==> config.mk <==
export PLATFORM = sky130hd
export DESIGN_NAME = input_load_controller
export DESIGN_NICKNAME = d
export VERILOG_FILES = /design/src/rtl/systolic_pkg.sv /design/src/rtl/cycle_counter.sv /design/src/rtl/input_load_controller.sv
export SDC_FILE = /design/constraint.sdc
export NUM_CORES = 1
export LEC_CHECK = 0
export CORE_UTILIZATION = 54
export DETAILED_ROUTE_END_ITERATION = 12
export PLACE_DENSITY_LB_ADDON = 0.15
export SYNTH_ARGS = -nofsm -noshare
export SYNTH_HDL_FRONTEND = slang
export SYNTH_SLANG_ARGS = --single-unit
==> constraint.sdc <==
create_clock -name clk -period 2.8 [get_ports clk]
set_input_delay 0.84 -clock clk [delete_from_list [all_inputs] [get_ports clk]]
set_output_delay 0.84 -clock clk [all_outputs]
set_load 0.02 [all_outputs]
==> src/rtl/systolic_pkg.sv <==
// Shared constants and controller state encoding for the 4x4 systolic MAC array.
package systolic_pkg;

    localparam int unsigned DIM          = 4;
    localparam int unsigned ELEM_W       = 8;
    // Skewed operand span across the array, in bits; one element enters per feed cycle.
    localparam int unsigned SKEW_W       = (2 * DIM - 1) * ELEM_W;
    localparam int unsigned FEED_CYCLES  = SKEW_W / ELEM_W;
    localparam int unsigned DRAIN_CYCLES = DIM;
    localparam int unsigned TIMEOUT      = 255;

    localparam int unsigned CNT_W  = 8;
    localparam int unsigned BEAT_W = $clog2(DIM + 1);
    localparam int unsigned IDX_W  = 3;

    typedef enum logic [2:0] {
        IDLE,
        LOAD,
        ADVANCE,
        WAIT_LOAD,
        FEED,
        DRAIN,
        DONE
    } ctrl_state_e;

endpackage

==> src/rtl/cycle_counter.sv <==
// Loadable down-counter with a terminal-count (zero) flag.
module cycle_counter #(
    parameter int unsigned WIDTH = 8
) (
    input  logic             clk,
    input  logic             reset,
    input  logic             load,
    input  logic             en,
    input  logic [WIDTH-1:0] load_val,
    output logic             zero_c
);

    logic [WIDTH-1:0] count;

    // Load has priority over decrement; the count parks at zero.
    always_ff @(posedge clk) begin
        if (reset) begin
            count <= '0;
        end else if (load) begin
            count <= load_val;
        end else if (en && (count != '0)) begin
            count <= count - WIDTH'(1);
        end
    end

    // Terminal count flag.
    always_comb begin
        zero_c = (count == '0);
    end

endmodule

==> src/rtl/input_load_controller.sv <==
// Sequences one load-and-feed transaction for the 4x4 systolic MAC array.
module input_load_controller
    import systolic_pkg::*;
(
    input  logic             clk,
    input  logic             reset,
    input  logic             start,
    input  logic             abort,
    input  logic             src_valid,
    input  logic             load_done,
    output logic             dest_ready,
    output logic             next_row,
    output logic             next_col,
    output logic             array_en,
    output logic [IDX_W-1:0] feed_idx,
    output logic             busy,
    output logic             done,
    output logic             timeout_err
);

    ctrl_state_e       state;
    ctrl_state_e       state_next;
    logic [BEAT_W-1:0] beat_cnt;

    logic             cnt_load;
    logic             cnt_en;
    logic [CNT_W-1:0] cnt_load_val;
    logic             cnt_zero_c;

    logic beat_clr;
    logic beat_inc;
    logic timeout_set;
    logic timeout_clr;

    // Shared counter for the feed window, drain window and load timeout.
    cycle_counter #(
        .WIDTH (CNT_W)
    ) u_cycle_counter (
        .clk      (clk),
        .reset    (reset),
        .load     (cnt_load),
        .en       (cnt_en),
        .load_val (cnt_load_val),
        .zero_c   (cnt_zero_c)
    );

    // Next-state and counter control; abort overrides every non-idle transition.
    always_comb begin
        state_next   = state;
        cnt_load     = 1'b0;
        cnt_en       = 1'b0;
        cnt_load_val = '0;
        beat_clr     = 1'b0;
        beat_inc     = 1'b0;
        timeout_set  = 1'b0;
        timeout_clr  = 1'b0;

        if (abort && (state != IDLE)) begin
            state_next = IDLE;
            cnt_load   = 1'b1;
            beat_clr   = 1'b1;
        end else begin
            case (state)
                IDLE: begin
                    if (start) begin
                        state_next  = LOAD;
                        beat_clr    = 1'b1;
                        timeout_clr = 1'b1;
                    end
                end
                LOAD: begin
                    if (src_valid && dest_ready) begin
                        state_next = ADVANCE;
                        beat_inc   = 1'b1;
                    end
                end
                ADVANCE: begin
                    if (beat_cnt < BEAT_W'(DIM)) begin
                        state_next = LOAD;
                    end else begin
                        state_next   = WAIT_LOAD;
                        cnt_load     = 1'b1;
                        cnt_load_val = CNT_W'(TIMEOUT - 1);
                    end
                end
                WAIT_LOAD: begin
                    if (load_done) begin
                        state_next   = FEED;
                        cnt_load     = 1'b1;
                        cnt_load_val = CNT_W'(FEED_CYCLES - 1);
                    end else if (cnt_zero_c) begin
                        state_next  = DONE;
                        timeout_set = 1'b1;
                    end else begin
                        cnt_en = 1'b1;
                    end
                end
                FEED: begin
                    if (cnt_zero_c) begin
                        state_next   = DRAIN;
                        cnt_load     = 1'b1;
                        cnt_load_val = CNT_W'(DRAIN_CYCLES - 1);
                    end else begin
                        cnt_en = 1'b1;
                    end
                end
                DRAIN: begin
                    if (cnt_zero_c) begin
                        state_next = DONE;
                    end else begin
                        cnt_en = 1'b1;
                    end
                end
                DONE: begin
                    state_next = IDLE;
                end
                default: begin
                    state_next = IDLE;
                end
            endcase
        end
    end

    // State, beat counter and Moore outputs registered from the next state.
    always_ff @(posedge clk) begin
        if (reset) begin
            state       <= IDLE;
            beat_cnt    <= '0;
            dest_ready  <= 1'b0;
            next_row    <= 1'b0;
            next_col    <= 1'b0;
            array_en    <= 1'b0;
            feed_idx    <= '0;
            busy        <= 1'b0;
            done        <= 1'b0;
            timeout_err <= 1'b0;
        end else begin
            state <= state_next;

            if (beat_clr) begin
                beat_cnt <= '0;
            end else if (beat_inc) begin
                beat_cnt <= beat_cnt + BEAT_W'(1);
            end

            dest_ready <= (state_next == LOAD);
            next_row   <= (state_next == ADVANCE);
            next_col   <= (state_next == ADVANCE);
            array_en   <= (state_next == FEED);
            busy       <= (state_next != IDLE);
            done       <= (state_next == DONE);

            if (state_next != FEED) begin
                feed_idx <= '0;
            end else if (state == FEED) begin
                feed_idx <= feed_idx + IDX_W'(1);
            end else begin
                feed_idx <= '0;
            end

            if (timeout_set) begin
                timeout_err <= 1'b1;
            end else if (timeout_clr) begin
                timeout_err <= 1'b0;
            end
        end
    end

endmodule

* Word-level counts from Yosys, hierarchy flattened
Cells that the tools add are included.
** Word-level totals
- Bits in registers :: 23
- Latch bits :: 0
- Bits in writable memories :: 0
- ROM bits :: 0
- Input port bits :: 6
- Output and inout port bits :: 10
- Logic and storage cells :: 74
- Memories kept :: 0
** Cells by class
- Add/subtract/negate cells :: 3
- Multiply operators :: 0
- Div/mod/pow operators :: 0
- $lt $le $gt $ge :: 1
- Eq/ne operators :: 10
- Shift operators :: 0
- Muxes and demuxes :: 36
- Bitwise gates (word level) :: 1
- Reduce and logical (&&, ||, !) cells :: 13
** Operators by type and width (count)
- $mux 8 :: 4
- $pmux 8 s3 :: 1
- $mux 3 :: 7
- $mux 1 :: 19
- $pmux 3 s6 :: 1
- $eq 3x3->1 const B :: 4
- $eq 3x2->1 const B :: 3
- $logic_not 8->1 :: 1
- $reduce_bool 8->1 :: 1
- $sub 8x1->8 const B :: 1
- $add 3x1->3 const B :: 2
- $eq 3x1->1 const B :: 2
- $reduce_bool 3->1 :: 2
- $mux 2 :: 2
- $reduce_bool 2->1 :: 2
- $reduce_or 2->1 :: 2
- $logic_and 1x1->1 :: 3
- $logic_not 3->1 :: 1
- $lt 3x3->1 const B :: 1
- $ne 3x3->1 const B :: 1
- $pmux 1 s3 :: 1
- $reduce_or 3->1 :: 1
- $pmux 1 s2 :: 1
- $not 1->1 :: 1

* Logic depth before layout (Yosys ltp)
Gate-level depths: netlist of run 1.
- Word-level depth :: 8
- Mapped depth :: 8
- Mapped depth without buffers :: 7

* Cells and area by module
A second synthesis of run 1 with hierarchy kept.
** Unflattened totals
- Cells, all modules :: 158
- Area, all modules :: 1390.1 um^2
** Modules (own cells, without submodules)
- input_load_controller :: instances 1, cells an instance 99, area an instance 874.6 um^2, sequential area each 300.3 um^2
- cycle_counter :: instances 1, cells an instance 59, area an instance 515.5 um^2, sequential area each 160.2 um^2

* Least setup slack after synthesis of run 1
Ideal clock, no wire load.
- Path kind :: reg2reg
- Start point :: register u_cycle_counter.count[2]
- End point :: register u_cycle_counter.count[1]
- Setup time :: 0.067 ns
- Arrival time :: 2.197 ns
- Data required time :: 2.733 ns
- Setup slack :: 0.536 ns
- Cell stages (with the launch flop) :: 7
- Path buffers :: 1
- Period minus slack after synthesis :: 2.264 ns
- Path through :: dfxtp_1 -> or4_4 -> or4_4 -> and3_1 -> buf_6 -> or3_4 -> a21oi_2
** On the way
- Longest elaborated chain between the ends :: 7
- Elaborated cells on any way between the ends :: 15
- Classes of those cells :: mux: 11; reduce/logical: 4
** Ends and longest elaborated chain
- start, declared :: line cycle_counter.sv:13 : logic [WIDTH-1:0] count;
- start signal, assigned :: line cycle_counter.sv:20 : count <= load_val;
- start signal, assigned :: line cycle_counter.sv:22 : count <= count - WIDTH'(1);
- $logic_not 8->1 :: line cycle_counter.sv:28 : zero_c = (count == '0);
- $mux 1 :: line input_load_controller.sv:91, input_load_controller.sv:99, input_load_controller.sv:108
- $mux 1 :: line input_load_controller.sv:87 : if (load_done) begin
- $pmux 1 s2 :: line input_load_controller.sv:63 : case (state)
- $mux 1 :: line input_load_controller.sv:58 : if (abort && (state != IDLE)) begin
- $logic_and 1x1->1 :: line cycle_counter.sv:21 : end else if (en && (count != '0)) begin
- $reduce_bool 2->1 (no line)
Parallel ways exist; a longest one is shown, timed or not.
A chain may end at the register's enable or synchronous reset.

* Final worst setup path of run 1
Ends and elaborated chain as after synthesis.

==> metrics.txt, run 1 <==
Max Cap Violations=0; max-slew violations=0; Routed met2 length=1.285 mm; Post-CTS Setup Bufs=0; mux contribution to synthesized area=0.007752; Worst setup SP type=flip-flop; reg2reg start=u_cycle_counter.count[2]$_SDFFE_PP0P_; most used cell, CP=or4_4; I/O pin count=16; # nets final=around 190; post-synthesis sequential area ratio=0.3566; Core Area=2233 um^2; max_slew headroom=0.6776; hold crit path type=reg2reg; Final Hold Fails=0; post-synthesis net count=about 170; crit path capture=u_cycle_counter.count[1]$_SDFFE_PP0P_; worst-skew pair later-pin latency=0.31 ns; CP cell instances=or4_4 > or4_4 > and3_1 > or3_4 > a21oi_2; Clock Skews=0.002509 ns; peak supply drop=0.2922 mV; Simple-Gate Fraction of Synth Area=0.2829; global route overflow=0; delay-heaviest family, CP=simple AND/OR/NAND/NOR gates; status=complete, no violations; Worst-path clk slew=0.13 ns; clock sink count=23; CP peak stage delay=~0.58 ns; Die W=50.90 um; WL met3=115 um; Worst Setup SP=u_cycle_counter.count[2]$_SDFFE_PP0P_; Synth area leaders=dfxtp_1 36%, nor2_1 6.4%, o32ai_1 4.1%; Pre-antenna DRT Iters=4; FMAX=0.4152 GHz; CTS Buffer Depth=2; CP Buf/Inv Count=0; Post-Synth XOR/XNOR Area=0.02035; CTS tree=built; antenna violations before repair=0; CP max FO=10; DRT iter0 DRCs=38; Tot Pwr=714.0 uW; critical path type=reg2reg; vias in the first global route=approximately 1100; Crit-path slowest cell=or4_4; mapped cell area=1291 um^2; most frequent cells in the layout=23 x dfxtp_1, 22 x nor2_1, 15 x clkdlybuf4s50_1, 10 x inv_1, 10 x a21oi_1; FILL cells=191; CP Capture Type=flip-flop; vias=1205; Mapped Cells=158; PwrDens=469.3 nW/um^2; Die Area=between 2000 and 3000 um^2; Total GRT Usage=0.2467; Compound-Gate Fraction of Synth Area=0.2326; layout cell share with drive strength beyond 1=0.1073; WL final=2.791 mm; largest family of logic cells by synthesized area=simple AND/OR/NAND/NOR gates; TNS Setup=0 ns; Yosys cell types=46; DP HPWL=between 2 and 2.5 mm; Area Overhead vs Synth=17.83%; row count=17; fin util=0.6812; r2r setup slk=0.39 ns; syn_area_per_cell=8.172 um^2; Setup-failing EPs final=0; Root Buffer=clkbuf_4; Worst Tran Pin Value=0.4793 ns; CTS HTree Levels=1; static leakage=0.0005963 uW; Reg2Reg Depth=5; Syn. warnings=0; port buffer count=15; # DRC=0; number of diodes=0; period utilisation layout=0.8602; share of the synthesized area in the top cell type=0.3566; first-pass GRT wire length=just under 5 mm; WP depth=5; largest net degree at the start of global routing=17; CTS buffer count=3; RSZ-0062 raised after global routing=no; WP data required=3.06 ns; Met1 Wirelength=between 1 and 1.5 mm; crit path DAT=between 2 and 3 ns; starting density of the core=0.5782; Synth Area in Adders=0.03876; GPL Wtd Cong=just under 0.9; Synth area leader=dfxtp_1; max layer used=met4; post-cts sizing count=0; Via density=5.878; Final ANT Viol Nets=0; Yosys reg bits=23; most common cell after layout, fill and taps aside=dfxtp_1; Final min period=between 2 and 2.5 ns; Wirelength per Cell=~14 um; hold buffer count at CTS=0; DIE HEIGHT=50.90 um; reg-to-reg endpoint=u_cycle_counter.count[1]$_SDFFE_PP0P_
-- synthesized netlist by cell type, drive strengths merged --
cell	instances
o21bai	1
nor2	22
clkbuf	6
o31ai	2
nand2	8
mux2i	1
a2bb2oi	1
nor4bb	1
xnor2	2
ha	4
nor3	6
buf	2
inv	10
o21ai	2
dfxtp	23
o21a	4
and2	1
and3	1
nor4	1
a221oi	1
nor4b	1
o311a	1
a21oi	11
o22ai	3
a31oi	2
or3	2
nand3	3
nor2b	5
a41oi	2
or4	3
o32ai	6
o31a	2
or3b	2
nand2b	5
a211o	1
or2	3
nand4b	1
nand3b	2
xor2	1
a32oi	1
a21o	2
-- logic make-up after synthesis --
group	count (synthesis)
multiplexers	1
flip-flops	23
AND/OR/NAND/NOR	67
AO/OA/AOI/OAI	42
buffers and inverters	18
XOR/XNOR	3
adder cells (fa/ha/maj)	4
-- area by class of cell --
| cell class | count | area, um^2 | area share |
|---|---|---|---|
| Tap cell | 28 | 35.03 | 0.02303 |
| Timing Repair Buffer | 23 | 210.2 | 0.1382 |
| Inverter | 10 | 37.54 | 0.02467 |
| Multi-Input combinational cell | 117 | 752.0 | 0.4942 |
| Sequential cell | 23 | 460.4 | 0.3026 |
| Clock buffer | 4 | 26.28 | 0.01727 |
-- worst min path at each step --
stage | from | end | cells past startpoint
floorplan | beat_cnt[1]$_SDFFE_PP0P_ | beat_cnt[1]$_SDFFE_PP0P_ | 2
finish | feed_idx[0]$_SDFF_PP0_ | feed_idx[0]$_SDFF_PP0_ | 1
global route | feed_idx[0]$_SDFF_PP0_ | feed_idx[0]$_SDFF_PP0_ | 1
detailed placement | feed_idx[0]$_SDFF_PP0_ | feed_idx[0]$_SDFF_PP0_ | 1
CTS | feed_idx[0]$_SDFF_PP0_ | feed_idx[0]$_SDFF_PP0_ | 1
global placement | feed_idx[0]$_SDFF_PP0_ | feed_idx[0]$_SDFF_PP0_ | 1
-- worst reg2reg max path: stages, from the launching register on --
cell and delay (ns):
dfxtp_1 0.36, or4_4 0.58, or4_4 0.58, and3_1 0.30, or3_4 0.41, a21oi_2 0.12
-- flip-flops by register name, indices dropped and copies added, names as in the netlist --
name	count
u_cycle_counter.count	8
beat_cnt	3
feed_idx	3
state	3
array_en	1
busy	1
dest_ready	1
done	1
next_col	1
timeout_err	1
-- power by group --
part | internal, uW | switching [uW] | total [uW]
Sequential | 344 | 14.7 | 359
Clock | 55.7 | 101 | 157
Combinational | 88.7 | 110 | 199
Total | 488 | 226 | 714
-- per-layer routing --
layer	up-vias	track usage
met2	39	0.3794
li1	611	-
met1	548	0.3346
met5	-	0
met4	0	0.1204
met3	7	0.03571
-- stage by stage --
stage / worst slack (ns) / std cells / hold WS (ns) / area, um^2
final: 0.3913 / 205 / 0.4603 / 1521
after global placement: 0.1442 / 201 / 0.4351 / 1495
after floorplan: 0.5356 / 158 / 0.4646 / 1291
after global routing: 0.2796 / 205 / 0.5035 / 1521
after CTS: 0.4055 / 205 / 0.4665 / 1521
after detailed placement: 0.1059 / 201 / 0.4403 / 1495
Note: power is estimated with default switching activity, not from simulation.
==> inputs of run 2 (changes only) <==
- HOLD_SLACK_MARGIN: unset -> 0.15
==> results of run 2 <==
Final layout, timing and power as in run 1 (identical DEF).
==> inputs of run 3 (changes only) <==
- HOLD_SLACK_MARGIN: 0.15 -> 0.1
- MAX_ROUTING_LAYER: unset -> met4
==> metrics.txt, run 3 (same netlist as run 1, synthesis figures left out) <==
switching share of power=0.3161 (was 0.3159); starting density of the core=0.5782 (unchanged); DIE HEIGHT=50.90 um (unchanged); met1 Usage GRT=0.3346 (unchanged); Worst Setup SP=u_cycle_counter.count[2]$_SDFFE_PP0P_ (unchanged); Via density=5.898 (was 5.878); WL final=2.796 mm (was 2.791 mm); Worst-path clk slew=0.13 ns (about the same); TNS Setup=0 ns (unchanged); CP cell instances=or4_4 > or4_4 > and3_1 > or3_4 > a21oi_2 (unchanged); WP depth=5 (unchanged); max-slew violations=0 (unchanged); static leakage=0.0005963 uW (unchanged); met2 usage=0.3794 (unchanged); vias=1209 (was 1205); DRT iter0 DRCs=42 (was 38); Root Buffer=clkbuf_4 (unchanged); delay-heaviest family, CP=simple AND/OR/NAND/NOR gates (unchanged); # nets final=188 (unchanged); Most flops, register=u_cycle_counter.count (unchanged); number of diodes=0 (unchanged); share of total power in the clock network=0.220 (was 0.219); period utilisation layout=0.8589 (was 0.8602); FILL cells=191 (unchanged); CTS buffer count=3 (unchanged); crit path DAT=2.67 ns (about the same); most common cell after layout, fill and taps aside=dfxtp_1 (unchanged); GPL Wtd Cong=0.9069 (was 0.8919); CP max FO=10 (unchanged); port buffer count=15 (unchanged); Worst setup SP type=flip-flop (unchanged); most frequent cells in the layout=23 x dfxtp_1, 22 x nor2_1, 15 x clkdlybuf4s50_1, 10 x inv_1, 10 x a21oi_1 (unchanged); Wirelength per Cell=13.64 um (was 13.61 um); CP Buf/Inv Count=0 (unchanged); CP peak stage delay=0.58 ns (about the same); Final ANT Viol Nets=0 (unchanged); layout cell share with drive strength beyond 1=0.1073 (unchanged); critical path type=reg2reg (unchanged); met3 Resource Use GR=0.03571 (unchanged); Final Hold Fails=0 (unchanged); GRT Max-Usage Layer=met2 (unchanged); max FFs per register=8 (unchanged); Tot Pwr=714.0 uW (about the same); max_slew headroom=0.6862 (was 0.6776); Int Power=488.3 uW (was 488.4 uW); Sw Pwr=225.7 uW (was 225.6 uW); Worst Tran Pin Value=0.4663 ns (was 0.4793 ns); worst-skew pair later-pin latency=0.31 ns (about the same); peak supply drop=0.2924 mV (was 0.2922 mV); Core Area=2233 um^2 (unchanged); Setup-failing EPs final=0 (unchanged); Max Cap Violations=0 (unchanged); hold buffer count at CTS=0 (unchanged); CTS HTree Levels=1 (unchanged); vias in the first global route=1100 (was 1097); status=complete, no violations (unchanged); CP Capture Type=flip-flop (unchanged); Crit-path slowest cell=or4_4 (unchanged); Die Area=2591 um^2 (unchanged); Pre-antenna DRT Iters=4 (unchanged); combinational share of power=0.278 (about the same); CTS Buffer Depth=2 (unchanged); Final min period=2.405 ns (was 2.409 ns); Clock Skews=0.007478 ns (was 0.002509 ns); first-pass GRT wire length=4.857 mm (unchanged); FMAX=0.4158 GHz (was 0.4152 GHz); DP HPWL=2.044 mm (unchanged); global route overflow=0 (unchanged); I/O pin count=16 (unchanged); clock sink count=23 (unchanged); row count=17 (unchanged); r2r setup slk=0.39 ns (about the same); PwrDens=469.3 nW/um^2 (about the same); post-cts sizing count=0 (unchanged); reg-to-reg endpoint=u_cycle_counter.count[1]$_SDFFE_PP0P_ (unchanged); reg2reg start=u_cycle_counter.count[2]$_SDFFE_PP0P_ (unchanged); Total GRT Usage=0.2534 (was 0.2467); CTS tree=built (unchanged); most used cell, CP=or4_4 (unchanged); WP data required=3.06 ns (about the same); largest net degree at the start of global routing=17 (unchanged); hold crit path type=reg2reg (unchanged); Reg2Reg Depth=5 (unchanged); RSZ-0062 raised after global routing=no (unchanged); Area Overhead vs Synth=17.83% (unchanged); antenna violations before repair=0 (unchanged); Post-CTS Setup Bufs=0 (unchanged); Sequential Power Share=0.502 (about the same); Min Hold Slack=0.4608 ns (was 0.4603 ns); Die W=50.90 um (unchanged); crit path capture=u_cycle_counter.count[1]$_SDFFE_PP0P_ (unchanged); # DRC=0 (unchanged)
run 3: cell counts in the layout (fill, tap and decap cells not counted):
Identical to the previous run, type by type.
run 3: worst min path at each step:
stage                             start                       end  slack (ns)  depth (start not counted)
2_1_floorplan  beat_cnt[1]$_SDFFE_PP0P_  beat_cnt[1]$_SDFFE_PP0P_        0.46                          2
3_3_place_gp     feed_idx[0]$_SDFF_PP0_    feed_idx[0]$_SDFF_PP0_        0.44                          1
3_5_place_dp     feed_idx[0]$_SDFF_PP0_    feed_idx[0]$_SDFF_PP0_        0.44                          1
4_1_cts          feed_idx[0]$_SDFF_PP0_    feed_idx[0]$_SDFF_PP0_        0.47                          1
5_1_grt          feed_idx[0]$_SDFF_PP0_    feed_idx[0]$_SDFF_PP0_        0.50                          1
6_report         feed_idx[0]$_SDFF_PP0_    feed_idx[0]$_SDFF_PP0_        0.46                          1
run 3: stage by stage:
step                        util  instances  cell area, um^2  worst slack [ns]
after floorplan                -        158             1291            0.5356
after global placement    0.6695        201             1495            0.1442
after detailed placement  0.6695        201             1495            0.1059
after CTS                 0.6812        205             1521            0.4055
after global routing      0.6812        205             1521            0.2794
final                     0.6812        205             1521            0.3950
run 3: area by class of cell:
cell class | count | area, um^2 | area share
Multi-Input combinational cell | 117 | 752.0 | 0.4942
Sequential cell | 23 | 460.4 | 0.3026
Timing Repair Buffer | 23 | 210.2 | 0.1382
Inverter | 10 | 37.54 | 0.02467
Tap cell | 28 | 35.03 | 0.02303
Clock buffer | 4 | 26.28 | 0.01727
run 3: routing by layer:
layer  vias up  wire length, um
met5         -                0
met4         0               34
met3         4              194
met2        53             1276
met1       538             1291
li1        614                -
run 3: power by group through the flow:
| stage | sequential [uW] | combinational, uW | clock, uW |
|---|---|---|---|
| after global routing | 360 | 223 | 171 |
| final | 359 | 199 | 157 |
| after global placement | 364 | 190 | 0 |
| after floorplan | 368 | 143 | 0 |
| after detailed placement | 365 | 195 | 0 |
| after CTS | 358 | 196 | 161 |
